## src/rtl/dac_spi_multi_tx.sv

```systemverilog
// Multi-channel SPI serialiser for 12-bit DACs: one shared SCK/CS pair, one MOSI per channel.
// Each frame is {CMD_VALUE, sample} sent MSB-first, with a valid/ready handshake and optional change-only update.
module dac_spi_multi_tx #(
  parameter int unsigned         DATA_W         = 12,
  parameter int unsigned         NUM_CH         = 2,
  parameter int unsigned         CMD_BITS       = 4,
  parameter logic [CMD_BITS-1:0] CMD_VALUE      = 4'b0011,
  parameter int unsigned         CLK_DIV        = 2,
  parameter bit                  ONLY_ON_CHANGE = 1'b1
) (
  input  logic                     clk,
  input  logic                     rst_n,
  input  logic [NUM_CH*DATA_W-1:0] sample_in,
  input  logic                     in_valid,
  output logic                     in_ready,
  output logic                     busy,
  output logic                     frame_done,
  output logic                     spi_sck,
  output logic                     spi_cs,
  output logic [NUM_CH-1:0]        spi_mosi
);

  localparam int unsigned FRAME_W = CMD_BITS + DATA_W;
  localparam int unsigned CNT_W   = (CLK_DIV > 1) ? $clog2(CLK_DIV) : 1;
  localparam int unsigned BIT_W   = $clog2(FRAME_W);
  localparam logic [CNT_W-1:0] CNT_LAST = CNT_W'(CLK_DIV - 1);
  localparam logic [BIT_W-1:0] BIT_TOP  = BIT_W'(FRAME_W - 1);

  typedef enum logic [1:0] {IDLE, SHIFT, HOLD, GAP} state_t;

  state_t                          state;
  logic [CNT_W-1:0]                cnt;
  logic [BIT_W-1:0]                bit_cnt;
  logic [NUM_CH-1:0][FRAME_W-1:0]  shreg;
  logic [NUM_CH*DATA_W-1:0]        cur_sample;
  logic [NUM_CH*DATA_W-1:0]        last_sent;
  logic                            last_valid;
  logic                            phase_end;
  logic                            unchanged;

  assign phase_end = (cnt == CNT_LAST);
  assign unchanged = ONLY_ON_CHANGE && last_valid && (sample_in == last_sent);

  // MOSI is the MSB of each shift register, so it is a flop output and is cleared with the register
  always_comb begin
    spi_mosi = '0;
    for (int unsigned k = 0; k < NUM_CH; k++) spi_mosi[k] = shreg[k][FRAME_W-1];
  end

  always_ff @(posedge clk or negedge rst_n) begin
    if (!rst_n) begin
      state      <= IDLE;
      cnt        <= '0;
      bit_cnt    <= '0;
      shreg      <= '0;
      cur_sample <= '0;
      last_sent  <= '0;
      last_valid <= 1'b0;
      in_ready   <= 1'b1;
      busy       <= 1'b0;
      frame_done <= 1'b0;
      spi_sck    <= 1'b0;
      spi_cs     <= 1'b1;
    end else begin
      frame_done <= 1'b0;
      case (state)
        IDLE: begin
          if (in_valid && in_ready && !unchanged) begin
            for (int unsigned k = 0; k < NUM_CH; k++)
              shreg[k] <= {CMD_VALUE, sample_in[k*DATA_W +: DATA_W]};
            cur_sample <= sample_in;
            bit_cnt    <= BIT_TOP;
            cnt        <= '0;
            spi_cs     <= 1'b0;
            in_ready   <= 1'b0;
            busy       <= 1'b1;
            state      <= SHIFT;
          end
        end
        SHIFT: begin
          if (phase_end) begin
            cnt <= '0;
            if (!spi_sck) begin
              spi_sck <= 1'b1;
            end else begin
              spi_sck <= 1'b0;
              if (bit_cnt == '0) begin
                state <= HOLD;
              end else begin
                bit_cnt <= bit_cnt - 1'b1;
                for (int unsigned k = 0; k < NUM_CH; k++) shreg[k] <= shreg[k] << 1;
              end
            end
          end else begin
            cnt <= cnt + 1'b1;
          end
        end
        HOLD: begin
          if (phase_end) begin
            cnt        <= '0;
            spi_cs     <= 1'b1;
            shreg      <= '0;
            frame_done <= 1'b1;
            last_sent  <= cur_sample;
            last_valid <= 1'b1;
            state      <= GAP;
          end else begin
            cnt <= cnt + 1'b1;
          end
        end
        GAP: begin
          if (phase_end) begin
            cnt      <= '0;
            busy     <= 1'b0;
            in_ready <= 1'b1;
            state    <= IDLE;
          end else begin
            cnt <= cnt + 1'b1;
          end
        end
        default: state <= IDLE;
      endcase
    end
  end

endmodule

```

## config.mk

```make
export PLATFORM = sky130hd
export DESIGN_NAME = dac_spi_multi_tx
export DESIGN_NICKNAME = d
export VERILOG_FILES = /design/src/rtl/dac_spi_multi_tx.sv
export SDC_FILE = /design/constraint.sdc
export NUM_CORES = 1
export LEC_CHECK = 0
export BUFFER_PORTS_ARGS = -buffer_cell sky130_fd_sc_hd__buf_2
export CAP_MARGIN = 20
export CORE_MARGIN = 5
export CORE_UTILIZATION = 54
export DETAILED_ROUTE_END_ITERATION = 12
export PLACE_DENSITY = 0.75
export SLEW_MARGIN = 20
export SYNTH_ARGS = -nofsm -noshare
export SYNTH_HDL_FRONTEND = slang
export SYNTH_SLANG_ARGS = --single-unit
```

## constraint.sdc

```tcl
create_clock -name clk -period 2.2 [get_ports clk]
set_input_delay 0.44 -clock clk [delete_from_list [all_inputs] [get_ports clk]]
set_output_delay 0.44 -clock clk [all_outputs]
set_load 0.02 [all_outputs]
```

After elaboration in Yosys (flattened, before gate mapping) --
Cells that the tools add are included.
Storage, ports and cells: bits in registers 93, output and inout port bits 7, logic and storage cells 75
Operators by class: add/subtract/negate cells 2, equal/unequal tests 11, muxes and demuxes 30, reductions and logical operators 19
Operators with widths (number):
- $mux 32 | 5
- $pmux 32 s3 | 1
- $eq 24x24->1 | 1
- $mux 4 | 4
- $ne 2x2->1 const B | 7
- $mux 2 | 6
- $reduce_and 6->1 | 2
- $mux 1 | 8
- $pmux 1 s2 | 4
- $pmux 2 s4 | 1
- $pmux 4 s2 | 1
- $reduce_and 2->1 | 3
- $reduce_and 3->1 | 2
- $reduce_bool 2->1 | 3
- $reduce_and 5->1 | 1
- $eq 2x2->1 const B | 2
- $logic_not 4->1 | 1
- $sub 4x1->4 const B | 1
- $logic_and 1x1->1 | 3
- $reduce_bool 3->1 | 1
- $reduce_or 3->1 | 1
- $eq 2x1->1 const B | 1
- $logic_not 2->1 | 1
- $add 1x1->1 const B | 1
- $logic_not 1->1 | 1

Depth between registers and ports, before layout --
Gate-level depths: netlist of run 1.
depth after elaboration 6, mapped depth 9, depth with buffers taken out 8

Least setup slack after synthesis of run 1 --
No wires, ideal clock.
kind register to register, from reg state[1], to reg shreg[0] (netlist name), arrival 2.020 ns, required time 2.075 ns, setup slack 0.055 ns, cell stages (with the launch flop) 10, buffers on the path 2, path through dfrtp_1 inv_1 ha_1 clkbuf_1 o21ai_0 nand2b_1 a211o_4 a21oi_4 buf_6 mux2_4
Between the ends: cells in the longest elaborated chain, start to end 3
RTL lines:
- start, declared | line 31 | state_t state;
- start signal, assigned | line 52 | state <= IDLE;
- start signal, assigned | line 77 | state <= SHIFT;
- start signal, assigned | line 88 | state <= HOLD;
- $eq 2x1->1 (tied with other cells) | line 66 | case (state)
- $ne 2x2->1 (no source line) or $reduce_bool 3->1 (tied branches)
- $reduce_and 6->1 (no source line)
- end signal, assigned by index | line 70 | shreg[k] <= {CMD_VALUE, sample_in[k*DATA_W +: DATA_W]};
- end, declared | line 34 | logic [NUM_CH-1:0][FRAME_W-1:0] shreg;
Several ways; a longest one is shown, not always the timed one. A chain may end at the register's enable or synchronous reset.

Worst setup path in the final report of run 1 --
from reg state[0], to reg shreg[11] (netlist name)
Same word-level chain as after synthesis.

==> results of run 1 <==
registers in the layout (all words and copies together) (netlist names):
name	flops
spi_mosi	2
state	2
frame_done	1
cur_sample	24
in_ready	1
shreg	30
cnt	1
last_valid	1
bit_cnt	4
last_sent	24
busy	1
spi_cs	1
spi_sck	1
cells in the mapped netlist (all sizes together):
| cell | n |
|---|---|
| dfrtp | 91 |
| mux2 | 73 |
| nand2 | 36 |
| inv | 35 |
| o21ai | 27 |
| xnor2 | 22 |
| clkbuf | 10 |
| buf | 8 |
| ha | 6 |
| nand3 | 6 |
| nor2 | 6 |
| nor3 | 6 |
| mux2i | 5 |
| nand4 | 5 |
| o211ai | 5 |
| a21oi | 4 |
| a211o | 3 |
| nor2b | 3 |
| nor3b | 3 |
| o2bb2ai | 3 |
| xor2 | 3 |
| a22o | 2 |
| a2bb2oi | 2 |
| a31oi | 2 |
| and3 | 2 |
| dfstp | 2 |
| nand2b | 2 |
| nor4 | 2 |
| o22ai | 2 |
| o31ai | 2 |
| a21o | 1 |
| a22oi | 1 |
| a32o | 1 |
| and2 | 1 |
| nand3b | 1 |
| or3 | 1 |
through the flow:
stage / cells / setup WS (ns) / setup TNS [ns]
floorplan: 384 / 0.05524 / 0
global placement: 528 / -0.1328 / -5.703
detailed placement: 528 / -0.1573 / -6.482
CTS: 550 / 0.01348 / 0
global route: 553 / -0.07750 / -1.266
finish: 553 / 0.00008149 / 0
cells by family (layout without fill, tap and decap cells):
group / Yosys count / after routing / share of synthesized area, %
multiplexers: 78 / 78 / 20.82
XOR/XNOR: 25 / 25 / 4.793
flip-flops: 93 / 93 / 51.00
adder cells (fa/ha/maj): 6 / 6 / 1.643
buffers and inverters: 53 / 117 / 5.286
AO/OA/AOI/OAI: 55 / 55 / 8.409
AND/OR/NAND/NOR: 74 / 74 / 8.053
metal layers:
metal | vias up | global-route usage, % | share of wire, %
li1 | 1432 | - | -
met1 | 1527 | 26.27 | 45
met2 | 52 | 30.38 | 50
met3 | 18 | 4.096 | 3.4
met4 | 0 | 6.155 | 2.0
met5 | - | 0 | 0
path summary, 6_finish.rpt:
check | end | slack [ns]
min in group clk | cur_sample[0] | 0.35
max | shreg[11] | 0.00008
max reg2reg | shreg[11] | 0.00008
min | shreg[29] | 0.02
max in group asynchronous | spi_cs | 1.59
min reg2reg | last_valid | 0.48
report_power, final:
group	internal [mW]	leakage, nW	switching, mW
clock	0.531	0.0939	0.601
combinational	2.56	1.31	1.97
sequential	2.54	1.12	0.511
total	5.63	2.53	3.09
what timing repair did:
action	CTS	global route
pin swaps	1	4
gates cloned	1	2
setup buffers	5	9
resized for setup	4	22
endpoints found under the setup margin	3	57
worst register-to-register path: stages, from the launching register on:
cell and delay (ns):
dfrtp_1 0.40, inv_2 0.13, ha_4 0.15, inv_2 0.05, nor4_2 0.27, nor3b_4 0.26
a211o_4 0.18, a21oi_4 0.04, buf_12 0.15, clkbuf_16 0.16, mux2_4 0.29
area by class of cell:
cell class | count | area share, %
Clock inverter | 5 | 1.106
Clock buffer | 11 | 2.420
Multi-Input combinational cell | 238 | 38.58
Timing Repair Buffer | 66 | 10.12
Sequential cell | 93 | 42.94
Tap cell | 105 | 2.420
Inverter | 35 | 2.420
==> key figures, run 1 <==
Outcome
  – Status: finished, final reports clean

Setup path
  – WP data required: 2.44 ns
  – CP peak stage delay: 0.40 ns
  – CP startpoint: state[0]
  – Crit path max-delay family: simple AND/OR/NAND/NOR gates
  – Crit end category: flop
  – Crit path depth: 10
  – Worst r2r src: state[0]
  – Critical Path Fanout Max: 5
  – WP buf/inv: 4
  – CP Class: flop to flop
  – Crit-path cells: inv_2 > ha_4 > inv_2 > nor4_2 > nor3b_4 > a211o_4 > a21oi_4 > buf_12 > clkbuf_16 > mux2_4
  – Crit-path slowest cell: dfrtp_1
  – Critical path's most frequent cell: inv_2
  – Worst Path Arrival: 2.44 ns
  – Startpoint Class: flop
  – R2r worst-path depth: 10

STA
  – RSZ-0062 raised after global routing: true
  – Max Fclk: 0.4546 GHz
  – Final Cycle Share: 100.0%
  – Crit path time final: 2.200 ns
  – Worst Max-Slew Pin Slew: 0.5110 ns
  – Hold Vio Cnt, Final: 0
  – Final slew viol count: 0
  – Hold slack: 0.02112 ns
  – Clock skew: 0.01450 ns
  – Final setup viols: 0
  – Relative slew margins: 65.57%

Final layout
  – Commonest non-fill, non-tap cell in the layout: dfrtp_1
  – Most frequent cells in the layout: 90 x dfrtp_1, 51 x mux2_2, 36 x nand2_1, 32 x inv_1, 32 x buf_2
  – Area of the multi-input gates: 0.002095 mm²
  – Final nets: 476
  – Ant diodes: 0
  – Filler instances: 614
  – Fraction of layout cells with a size suffix above 1: 39.06%
  – Syn-to-layout area delta: 18.84%
  – Register area: 0.002331 mm²
  – Fin util: 66.07%
  – Post-Layout Inst Area: 0.005429 mm²

Route
  – Residual DRC: 0
  – Post-DRT Antenna Nets: 0
  – Avg WL per Cell: 17.26 µm
  – Via Count: 3029
  – Drt via density: 5.477
  – TritonRoute pass-1 iters: 6
  – Final wirelength: 9543 µm
  – DR iter-0 viols: 98

Die
  – Die height: 102.0 µm
  – Initial core utilization: 55.60%
  – Num rows: 33
  – Die W: 102.0 µm
  – Total Die Area: 0.01040 mm²
  – Io pins: 34
  – Core area: 0.008217 mm²

Synth
  – Cells after Synth: 384
  – Seq cells post-synth: 93
  – Cell area after synthesis: 0.004568 mm²
  – Synth Warn #: 0
  – Yosys cell types: 45
  – Area share of the largest cell type after synthesis: 49.85%
  – Leading area contributor after synthesis: dfrtp_1
  – Sequential fraction of the synthesis area: 51.00%
  – Syn Area/Cell: 11.90 µm²
  – Syn Nets: 417
  – Area contributors post-synth: dfrtp_1 50%, mux2_2 13%, mux2_4 6.9%

Placement
  – IO buf count: 33
  – Routability cong.: 0.8753
  – DP Area: 0.005000 mm²
  – DP Wirelength: 6384 µm

Clock tree
  – Root Buffer: clkbuf_8
  – CTS Hold Buffers Added: 0
  – Worst-path clk slew: 0.09 ns
  – Num CTS Buffers: 9
  – Clock tree sinks: 93
  – H-tree Lvls: 3
  – Clock latency on the worst-skew pair: 0.36 ns
  – CTS tree: done
  – Clock Tree Buf Depth: 2

Hold path
  – Worst min-delay path class: input pin to asynchronous set/reset pin

Global routing
  – Vias in the first global route: 3053
  – GRT overflow: 0
  – GRT Overall Usage: 19.09%
  – Largest net degree at the start of global routing: 34
  – First-pass GRT wire length: 15370 µm
  – Initial antenna violation count: 0

Power and ir drop
  – Cell Pwr Density: 1606 mW/mm²
  – Tot Pwr: 8.718 mW
  – Pleak: 2.529 nW
  – VDD IR max: 0.8486 mV

Flow run
  – Max-cap violations: 0
Power figures use the tool's default switching activity.
==> inputs of run 2 (changes only) <==
Settings changed: REMOVE_ABC_BUFFERS set to 1.
==> key figures, run 2 (synthesized netlist as in run 1, its figures left out) <==
STA
  – Relative slew margins: 63.64% (-1.9 points)
  – Worst Max-Slew Pin Slew: 0.5397 ns (+0.02876 ns)
  – Max Fclk: 0.4530 GHz (-0.35%)
  – Hold slack: 0.07011 ns (+0.04899 ns)
  – Hold Vio Cnt, Final: 0 (unchanged)
  – Final Cycle Share: 100.3% (+0.35 points)
  – Final slew viol count: 0 (unchanged)
  – Final setup viols: 7 (+7)
  – Clock skew: 0.009898 ns (-0.004602 ns)
  – RSZ-0062 raised after global routing: true
  – Setup ws final: -0.007697 ns (-0.007778 ns)
  – Post-Route Setup TNS: -0.02707 ns (-0.02707 ns)
  – Crit path time final: 2.208 ns (+0.007778 ns)

Die
  – Die W: 102.0 µm (unchanged)
  – Io pins: 34 (unchanged)
  – Num rows: 33 (unchanged)
  – Total Die Area: 0.01040 mm² (unchanged)
  – Die height: 102.0 µm (unchanged)
  – Core area: 0.008217 mm² (unchanged)
  – Initial core utilization: 55.60% (unchanged)

Route
  – Post-DRT Antenna Nets: 0 (unchanged)
  – TritonRoute pass-1 iters: 4 (-2)
  – Avg WL per Cell: 16.03 µm (-7.1%)
  – Via Count: 2974 (-1.8%)
  – Drt via density: 5.349 (-2.3%)
  – Residual DRC: 0 (unchanged)
  – Final wirelength: 8914 µm (-6.6%)
  – DR iter-0 viols: 72 (-27%)

Hold path
  – Worst min-delay path class: input pin to asynchronous set/reset pin

Flow run
  – Max-cap violations: 0 (unchanged)

Setup path
  – Startpoint Class: flop
  – Crit end category: flop
  – CP Class: flop to flop
  – Critical Path Fanout Max: 6 (+1)
  – Worst Path Arrival: 2.44 ns (about the same)
  – WP data required: 2.43 ns (about the same)

Clock tree
  – H-tree Lvls: 3 (unchanged)
  – Clock tree sinks: 93 (unchanged)
  – Root Buffer: clkbuf_8
  – Worst-path clk slew: 0.09 ns (about the same)
  – Clock latency on the worst-skew pair: 0.35 ns (about the same)
  – Clock Tree Buf Depth: 2 (unchanged)
  – Num CTS Buffers: 9 (unchanged)
  – CTS tree: done

Final layout
  – Register area: 0.002331 mm² (unchanged)
  – Area of the multi-input gates: 0.002058 mm² (-1.7%)
  – Post-Layout Inst Area: 0.005406 mm² (-0.41%)
  – Most flop-heavy register: shreg
  – Fraction of layout cells with a size suffix above 1: 38.80% (-0.26 points)
  – Regs by FF count: shreg: 30 flops, cur_sample: 24 flops, last_sent: 24 flops
  – Filler instances: 625 (+1.8%)
  – Syn-to-layout area delta: 18.35%
  – Fin util: 65.80% (-0.27 points)
  – Final nets: 479 (+0.63%)
  – Most frequent cells in the layout: 90 x dfrtp_1, 48 x mux2_2, 36 x nand2_1, 32 x inv_1, 32 x buf_2
  – Ant diodes: 0 (unchanged)
  – Commonest non-fill, non-tap cell in the layout: dfrtp_1
  – Largest register FFs: 30 (unchanged)

Placement
  – DP Area: 0.005017 mm² (+0.35%)
  – Post-Place Worst Slack: -0.07166 ns (+0.08563 ns)
  – DP Wirelength: 6100 µm (-4.4%)
  – IO buf count: 33 (unchanged)
  – Routability cong.: 0.7670 (-12%)

Outcome
  – Status: finished, violations left
  – Failing checks: negative setup slack

Global routing
  – Met1 Resource Use GR: 24.77% (-1.5 points)
  – Largest net degree at the start of global routing: 44 (+29%)
  – Met2 Use GR: 30.93% (+0.55 points)
  – Gr busiest metal: met2
  – GR Util met3: 2.389% (-1.7 points)
  – GRT Overall Usage: 18.33% (-0.76 points)
  – First-pass GRT wire length: 15190 µm (-1.2%)
  – Vias in the first global route: 3184 (+4.3%)
  – Initial antenna violation count: 0 (unchanged)
  – GRT overflow: 0 (unchanged)

Power and ir drop
  – Pleak: 2.519 nW (-0.38%)
  – Cell Pwr Density: 1590 mW/mm² (-1.0%)
  – VDD IR max: 0.7122 mV (-16%)
[run 2: cell types whose count changed in the layout (fill, tap and decap cells not counted), sizes merged]
| cell | previous run | this run |
|---|---|---|
| clkinv | 2 | 1 |
| bufinv | 1 | 2 |
| buf | 64 | 67 |
| clkinvlp | 1 | 2 |
| inv | 36 | 35 |
[run 2: layout make-up]
cell class | instances | area share [%]
sequential | 93 | 43.12
multi-input combinational | 238 | 38.07
timing repair buffer | 69 | 9.743
clock buffer | 11 | 2.615
inverter | 35 | 2.476
tap | 105 | 2.430
clock inverter | 5 | 1.551
[run 2: critical path, stage by stage (launching register included)]
cell and delay (ns):
dfrtp_2 0.46, ha_4 0.17, nor2b_4 0.12, o21ai_1 0.13
nand2b_1 0.11, a211o_4 0.31, a21oi_4 0.27, clkbuf_16 0.22
mux2_4 0.30
[run 2: final timing paths]
kind,slack [ns],start,end,depth (start not counted)
max,-0.008,state[1],shreg[8],8
min,0.07,rst_n,spi_sck,1
max reg2reg,-0.008,state[1],shreg[8],8
min reg2reg,0.49,last_valid,last_valid,1
max in group asynchronous,1.51,rst_n,shreg[2],2
min in group clk,0.36,sample_in[18],cur_sample[18],2
[run 2: routing by layer]
| layer | up-vias | part of all wire (%) |
|---|---|---|
| met3 | 9 | 2.2 |
| met5 | - | 0 |
| met4 | 0 | 1.2 |
| met1 | 1493 | 46 |
| met2 | 39 | 51 |
| li1 | 1433 | - |
[run 2: what timing repair did]
action / in CTS / in global routing
gates cloned: 1 / 2
setup buffers: 3 / 2
pin swaps: 2 / 1
hold buffers: 0 / 0
setup endpoints to repair: 28 / 29
endpoints found under the hold margin: 0 / 0
gates resized for setup: 6 / 15
[run 2: stage by stage]
step	total power [mW]	instances
after floorplan	5.778	366
after global placement	6.704	532
after detailed placement	6.895	532
after CTS	8.353	552
after global routing	9.161	556
final	8.595	556
[run 2: power by group]
part	switching, mW	total [mW]	internal [mW]
Clock	0.589	1.26	0.674
Combinational	1.85	4.28	2.43
Sequential	0.505	3.05	2.54
==> inputs of run 3 (changes only) <==
Settings changed: CORE_UTILIZATION 54 to 40, PLACE_DENSITY 0.75 to 0.56.
Clock period 2.2 ns to 2.7 ns, I/O delays scaled along.
==> key figures, run 3 (synthesized netlist as in run 1, its figures left out) <==
Die
  – Io pins: 34 (unchanged)
  – Core area: 0.01132 mm² (+38%)
  – Num rows: 39 (+18%)
  – Die height: 116.9 µm (+15%)
  – Total Die Area: 0.01366 mm² (+31%)
  – Die W: 116.9 µm (+15%)
  – Initial core utilization: 40.35% (-15 points)

Global routing
  – Largest net degree at the start of global routing: 42 (-4.5%)
  – First-pass GRT wire length: 15470 µm (+1.9%)
  – Initial antenna violation count: 0 (unchanged)
  – GRT overflow: 0 (unchanged)
  – Vias in the first global route: 3124 (-1.9%)
  – GRT Overall Usage: 14.59% (-3.7 points)

Final layout
  – Commonest non-fill, non-tap cell in the layout: dfrtp_1
  – Fraction of layout cells with a size suffix above 1: 35.87% (-2.9 points)
  – Most flop-heavy register: shreg
  – Regs by FF count: shreg: 30 flops, cur_sample: 24 flops, last_sent: 24 flops
  – Syn-to-layout area delta: 17.89%
  – Final Non-Filler Cells: 589 (+5.9%)
  – Most frequent cells in the layout: 91 x dfrtp_1, 52 x mux2_2, 36 x nand2_1, 35 x inv_1, 32 x buf_2
  – Ant diodes: 0 (unchanged)
  – Post-Layout Inst Area: 0.005385 mm² (-0.39%)
  – Largest register FFs: 30 (unchanged)
  – Final nets: 474 (-1.0%)

Placement
  – DP Wirelength: 6285 µm (+3.0%)
  – Routability cong.: 0.7366 (-4.0%)
  – Placed cells: 572 (+7.5%)
  – DP Area: 0.005042 mm² (+0.50%)
  – IO buf count: 33 (unchanged)

Setup path
  – WP data required: 2.92 ns (+0.49 ns)
  – Critical Path Fanout Max: 12 (+6)
  – Crit end category: flop
  – Startpoint Class: flop
  – Worst Path Arrival: 2.60 ns (+0.16 ns)
  – CP Class: flop to flop

Power and ir drop
  – VDD IR max: 0.6335 mV (-11%)
  – Cell Pwr Density: 1267 mW/mm² (-20%)
  – Tot Pwr: 6.822 mW (-21%)
  – Pleak: 2.507 nW (-0.48%)

Clock tree
  – Setup Buffers After CTS: 0 (-3)
  – CTS tree: done
  – H-tree Lvls: 3 (unchanged)
  – Clock latency on the worst-skew pair: 0.34 ns (about the same)
  – Clock Tree Buf Depth: 2 (unchanged)
  – Worst-path clk slew: 0.06 ns (-0.03 ns)
  – Num CTS Buffers: 9 (unchanged)
  – Clock tree sinks: 93 (unchanged)
  – Root Buffer: clkbuf_16

Route
  – TritonRoute pass-1 iters: 4 (unchanged)
  – Post-DRT Antenna Nets: 0 (unchanged)
  – Via Count: 2945 (-0.98%)
  – Avg WL per Cell: 15.43 µm (-3.8%)
  – DR iter-0 viols: 168 (+130%)
  – Residual DRC: 0 (unchanged)
  – Final wirelength: 9087 µm (+1.9%)
  – Drt via density: 5.000 (-6.5%)

STA
  – Max Fclk: 0.4196 GHz (-7.4%)
  – Crit path time final: 2.383 ns (+0.1753 ns)
  – Hold Vio Cnt, Final: 0 (unchanged)
  – Relative slew margins: 35.28% (-28 points)
  – RSZ-0062 raised after global routing: false
  – Final slew viol count: 0 (unchanged)
  – Worst Max-Slew Pin Slew: 0.9687 ns (+0.4290 ns)
  – Final setup viols: 0 (-7)
  – Hold slack: 0.2001 ns (+0.1300 ns)
  – Clock skew: 0.008379 ns (-0.001519 ns)
  – Final Cycle Share: 88.26% (-12 points)

Outcome
  – Status: finished, final reports clean

Flow run
  – Max-cap violations: 0 (unchanged)

Hold path
  – Worst min-delay path class: input pin to asynchronous set/reset pin
==> run 3: changes by cell type in the layout (fill, tap and decap cells not counted), moves of 3 or more <==
cell | previous run | this run
buf_12 | 4 | 1
mux2_2 | 48 | 52
clkbuf_16 | 2 | 9
inv_1 | 32 | 35
ha_1 | 3 | 6
clkbuf_8 | 10 | 2
mux2_4 | 25 | 21
==> run 3: cell type report <==
class	instances	area [µm²]
Clock buffer	12	256.5
Clock inverter	4	70.07
Fill cell	1074	5936
Inverter	35	131.4
Multi-Input combinational cell	239	2013
Sequential cell	93	2330
Tap cell	143	178.9
Timing Repair Buffer	63	405.4
==> run 3: per-stage QoR <==
stage / setup TNS (ns) / setup slack (ns) / utilization (%)
after floorplan: 0 / 0.1198 / -
after global placement: -0.5770 / -0.07573 / 44.54
after CTS: 0 / 0.07332 / 47.50
after detailed placement: -1.208 / -0.1087 / 44.54
after global routing: 0 / 0.1617 / 47.57
final: 0 / 0.3170 / 47.57
==> run 3: report_power, final <==
group          internal (mW)  switching (mW)
Sequential              2.07           0.379
Combinational           1.61            1.39
Clock                  0.859           0.514
Total                   4.54            2.28
==> run 3: path summary, 6_finish.rpt <==
| kind | slack [ns] | start | cells after the start | end |
|---|---|---|---|---|
| min | 0.20 | rst_n | 1 | spi_sck |
| max reg2reg | 0.32 | state[1] | 8 | shreg[4] |
| max in group asynchronous | 1.85 | rst_n | 2 | cur_sample[4] |
| max | 0.32 | state[1] | 8 | shreg[4] |
| min reg2reg | 0.48 | last_valid | 1 | last_valid |
| min in group clk | 0.48 | sample_in[2] | 2 | cur_sample[2] |
==> run 3: timing repair <==
action	in CTS	in global routing
cloned	1	0
pin swaps	0	0
hold buffers	0	0
gates resized for setup	0	1
endpoints found under the setup margin	4	12
==> run 3: metal layers <==
metal	wire, µm	global-route usage (%)
met3	289	4.422
met2	4355	23.02
met4	110	3.823
met5	0	0
met1	4332	19.73
==> run 3: critical path, cell delays in order (launching register included) <==
cell and delay [ns]:
dfrtp_1 0.40, inv_1 0.09, ha_1 0.21, inv_1 0.09, nor4_1 0.06, nor3b_2 0.18
a211o_4 0.38, a21oi_4 0.45, mux2_2 0.40
